$ cat config.mk
export PLATFORM = sky130hd
export DESIGN_NAME = bram_port_arbiter
export DESIGN_NICKNAME = d
export VERILOG_FILES = /design/src/rtl/bram_port_arbiter.sv
export SDC_FILE = /design/constraint.sdc
export NUM_CORES = 1
export LEC_CHECK = 0
export ABC_AREA = 1
export BUFFER_PORTS_ARGS = -buffer_cell sky130_fd_sc_hd__clkbuf_2
export CAP_MARGIN = 20
export CORE_AREA = 2 2 96 98
export CTS_CLUSTER_DIAMETER = 100
export DETAILED_ROUTE_END_ITERATION = 16
export DIE_AREA = 0 0 98 100
export PLACE_DENSITY = 0.73
export SETUP_SLACK_MARGIN = 0.1
export SYNTH_ARGS = -nofsm -noshare
export SYNTH_HDL_FRONTEND = slang
export SYNTH_SLANG_ARGS = --single-unit
$ cat constraint.sdc
create_clock -name clk -period 3.55 [get_ports clk]
set_clock_uncertainty 0.05 [all_clocks]
set_input_delay 0 -clock clk [delete_from_list [all_inputs] [get_ports clk]]
set_output_delay 0 -clock clk [all_outputs]
set_load 0.05 [all_outputs]
$ cat src/rtl/bram_port_arbiter.sv
// bram_port_arbiter: two-requester BRAM port sharing with independent write/read round-robin and a zero-fill clear sequencer
module bram_port_arbiter #(
   parameter int BLOCKSIZE = 10,
   parameter int DW = 32
) (
   input  logic                 clk,
   input  logic                 rst,
   input  logic                 req_a,
   input  logic                 we_a,
   input  logic [BLOCKSIZE:0]   addr_a,
   input  logic [DW-1:0]        wdata_a,
   output logic                 gnt_a,
   output logic                 rvalid_a,
   output logic [DW-1:0]        rdata_a,
   input  logic                 req_b,
   input  logic                 we_b,
   input  logic [BLOCKSIZE:0]   addr_b,
   input  logic [DW-1:0]        wdata_b,
   output logic                 gnt_b,
   output logic                 rvalid_b,
   output logic [DW-1:0]        rdata_b,
   input  logic                 clr_start,
   output logic                 clr_busy,
   output logic                 clr_done,
   output logic                 en_w1,
   output logic [BLOCKSIZE:0]   w1_addr,
   output logic [DW-1:0]        w1_din,
   output logic [BLOCKSIZE:0]   r1_addr,
   input  logic [DW-1:0]        d1
);
   localparam logic [1:0] IDLE = 2'd0, CLEAR = 2'd1, DONE = 2'd2;
   logic [1:0] state;
   logic [BLOCKSIZE:0] clr_cnt;
   logic wr_prio, rd_prio, idle, clear;
   logic wc_a, wc_b, rc_a, rc_b, ww_a, ww_b, rw_a, rw_b;
   // prio 0 favours A, 1 favours B; it only moves when both sides contend
   always_comb begin
      idle = state == IDLE;
      clear = state == CLEAR;
      wc_a = idle & req_a & we_a;
      wc_b = idle & req_b & we_b;
      rc_a = idle & req_a & ~we_a;
      rc_b = idle & req_b & ~we_b;
      ww_a = wc_a & (~wc_b | ~wr_prio);
      ww_b = wc_b & (~wc_a | wr_prio);
      rw_a = rc_a & (~rc_b | ~rd_prio);
      rw_b = rc_b & (~rc_a | rd_prio);
   end
   assign gnt_a = ww_a | rw_a;
   assign gnt_b = ww_b | rw_b;
   assign en_w1 = clear | ww_a | ww_b;
   assign w1_addr = clear ? clr_cnt : ww_a ? addr_a : ww_b ? addr_b : '0;
   assign w1_din = ww_a ? wdata_a : ww_b ? wdata_b : '0;
   assign r1_addr = rw_a ? addr_a : rw_b ? addr_b : '0;
   assign rdata_a = rvalid_a ? d1 : '0;
   assign rdata_b = rvalid_b ? d1 : '0;
   assign clr_busy = clear;
   assign clr_done = state == DONE;
   always_ff @(posedge clk or posedge rst) begin
      if (rst) begin
         state <= IDLE;
         clr_cnt <= '0;
         wr_prio <= 1'b0;
         rd_prio <= 1'b0;
         rvalid_a <= 1'b0;
         rvalid_b <= 1'b0;
      end else begin
         if (wc_a & wc_b) wr_prio <= ~wr_prio;
         if (rc_a & rc_b) rd_prio <= ~rd_prio;
         rvalid_a <= rw_a;
         rvalid_b <= rw_b;
         state <= idle ? (clr_start ? CLEAR : IDLE) : clear ? (&clr_cnt ? DONE : CLEAR) : IDLE;
         clr_cnt <= clear ? clr_cnt + 1'b1 : '0;
      end
   end
endmodule
==> results.cfg <==
[run_status]
outcome = completed

[timing]
fmax_mhz = 418
max_slew_margin_pct = 32.3
setup_tns_ns = 0
finalCriticalPeriod_ns = 2.39
whs_ns = 0.0974
setup_viol = 0
finalHoldViolCount = 0
rsz0062_at_grt = false
period_share_pct = 67.3
tightest_slew_ns = 1.02
final_max_slew_viol_count = 0

[detailed_routing]
wire_per_inst_um = 13.0
vias = 3694
drc = 0
wl_met3_um = 995
wl_met2_um = 4870
viasPerCell = 4.68
routed.top_layer = met4
ant_nets = 0
wirelength_um = 10200
firstDrtPassIters = 5
dr.first_iter.drc_count = 113
met1_length_um = 4230

[layout]
final_util_pct = 41.5
layout-drive-gt1-share_pct = 39.0
nNetsFinal = 806
syn_to_final_growth_pct = 56.9
fillers = 1047
instances_no_fill = 790
design_area_sq_mm = 0.00369
antenna_cells = 0

[job]
cap_viol_max_count = 0

[power_and_ir_drop]
leakagePower_nw = 2.78
p_switching_w = 0.000110
p_clk_share_pct = 34.3
combinationalPowerShare_pct = 20.8
switching_share_pct = 25.4
p_seq_share_pct = 44.9
cellPowerDensity_mw_per_mm2 = 117
internal_power_w = 0.000322
ir_drop_v = 0.0000982

[critical_path]
worstPathRequired_ns = 3.50
crit_path_end_kind = primary output
critPathArrivalTime_ns = 2.34
critPathMostFrequentCell = nand2_1
criticalPathCategory = flop to primary output
crit_fanout = 15
crit_chain = nor2_4 > nand2_1 > nor2_4 > nand2_1 > nand3_1 > nand2_1 > clkbuf_2
critPathLaunchType = flop
slowest_stage = nand2_1
ff2ff_path_depth = 6
crit_path_max_incr_delay_ns = 0.42

[synthesis]
synth-edff-count = 0
synth_common_cells = 151 x nand2_1, 130 x nand3_1, 81 x inv_1
synth_top_family_by_area = simple AND/OR/NAND/NOR gates
yosysSeqAreaShare_pct = 18.1
async_flop_share_pct = 100
synth-xor-area-share_pct = 0
synth_cell_types = 18
ys_warn_count = 0
yosys-top-cells-area = nand3_1 28%, nand2_1 24%, dfrtp_1 18%
synth.mux.area_fraction_pct = 0
synth_top_area_cell = nand3_1
netlist_area_sq_mm = 0.00235
synth-main-ff-cell = dfrtp_1
synth_compound_area_share_pct = 2.34
synth_fp_nets = 575
synth_simple_gate_area_share_pct = 59.0
synthMostInstantiatedCell = nand2_1
synthAdderAreaFrac_pct = 0.532
synth_cells = 449
ys_ff_latch = 17
syn_area_per_cell_sq_um = 5.24
synth_top_area_share_pct = 27.7

[global_route]
grt_pass1_vias = 3104
gr-total-overflow = 0
grt_max_degree = 46
grt_use_total_pct = 19.2
antenna_found_initial = 0
grt_first_pass_wirelength_um = 15600

[place]
postPlaceCellArea_sq_mm = 0.00360
gp_congestion = 0.860
dp.cells = 783
detailed_place_hpwl_um = 8160
io_buffers = 249

[worst_hold_path]
hold_depth = 4
min_path_type = input port to flop

[clock_tree]
htreeDepth = 1
numCtsBuffers = 3
cts_root_buf = clkbuf_8
cts_setup_buffers = 0
clock-sinks = 17
clk_pin_slew_ns = 0.06
clkLatencyLatePin_ns = 0.26
ctsResizeCount = 0
cts_tree = done
cts_buffer_depth = 2

[floorplan]
dieArea_sq_mm = 0.00980
rows = 35
core_area_sq_mm = 0.00889
start_util_pct = 26.5
io_pins = 250
die_y_um = 100
die_x_um = 98
==> area by class of cell <==
| class | count | area [sq um] | share of cell area, % |
|---|---|---|---|
| inverter | 82 | 308 | 8.34 |
| clock buffer | 3 | 41.3 | 1.12 |
| multi-input combinational | 321 | 1460 | 39.5 |
| sequential | 17 | 425 | 11.5 |
| tap | 111 | 139 | 3.76 |
| timing repair buffer | 255 | 1320 | 35.7 |
| clock inverter | 1 | 5.00 | 0.136 |
==> sequential cells by signal (all words and copies together) (netlist names) <==
signal	cells
rd_prio	1
wr_prio	1
clr_cnt	11
rvalid_a	1
state	2
rvalid_b	1
==> layer usage <==
metal | track usage, % | vias to the layer above
li1 | - | 1855
met1 | 25.5 | 1624
met2 | 32.1 | 204
met3 | 4.04 | 11
met4 | 4.49 | 0
met5 | 0 | -
==> placed cells by master, fill, tap and decap left out <==
cell type / instances
inv_1: 81
clkbuf_2: 249
ha_1: 1
nand4_2: 2
nor2_8: 1
clkbuf_8: 3
nor2_1: 20
dlygate4sd3_1: 2
a21oi_1: 6
nand2_1: 151
clkinv_2: 1
o21ai_0: 5
nor2_4: 3
nand2_4: 1
nand3_1: 130
buf_4: 3
nand4_1: 1
inv_2: 1
buf_16: 1
dfrtp_1: 17
==> path summary, 6_finish.rpt <==
check                           startpoint    endpoint  slack (ns)
worst min register to register     rd_prio     rd_prio        0.45
worst min-delay path                 req_a     wr_prio         0.1
max in group asynchronous              rst  clr_cnt[3]        2.69
min in group asynchronous              rst     wr_prio        0.32
worst max register to register    state[0]    rvalid_a        1.58
worst max-delay path              state[0]  r1_addr[4]        1.16
==> through the flow <==
step	setup WS, ns	total power (W)
floorplan	2.00	0.000202
global placement	1.54	0.000286
detailed placement	1.44	0.000285
CTS	1.16	0.000435
global route	1.00	0.000451
finish	1.16	0.000431
==> timing repair <==
| action | in CTS | in global routing |
|---|---|---|
| endpoints found under the setup margin | 0 | 0 |
| hold buffers | 2 | 0 |
| endpoints found under the hold margin | 18 | 0 |
==> cell families after synthesis <==
group	count (synthesis)
buf+inv	111
simple gates	309
flops	17
compound gates	11
fa+ha+maj	1
==> critical path: cells and delay by family (launching register included) <==
family | cells | cell delay [ns]
DFF | 1 | 0.41
and+or+nand+nor | 6 | 1.42
buffers and inverters | 1 | 0.25
==> power by group through the flow <==
stage	sequential [W]	clock, W	combinational (W)
6_report	0.000194	0.000148	0.0000896
5_1_grt	0.000193	0.000160	0.0000978
4_1_cts	0.000194	0.000152	0.0000898
3_5_place_dp	0.000197	0	0.0000874
3_3_place_gp	0.000197	0	0.0000886
2_1_floorplan	0.000197	0	0.00000450
No activity file was read; power rests on OpenSTA's default activity.
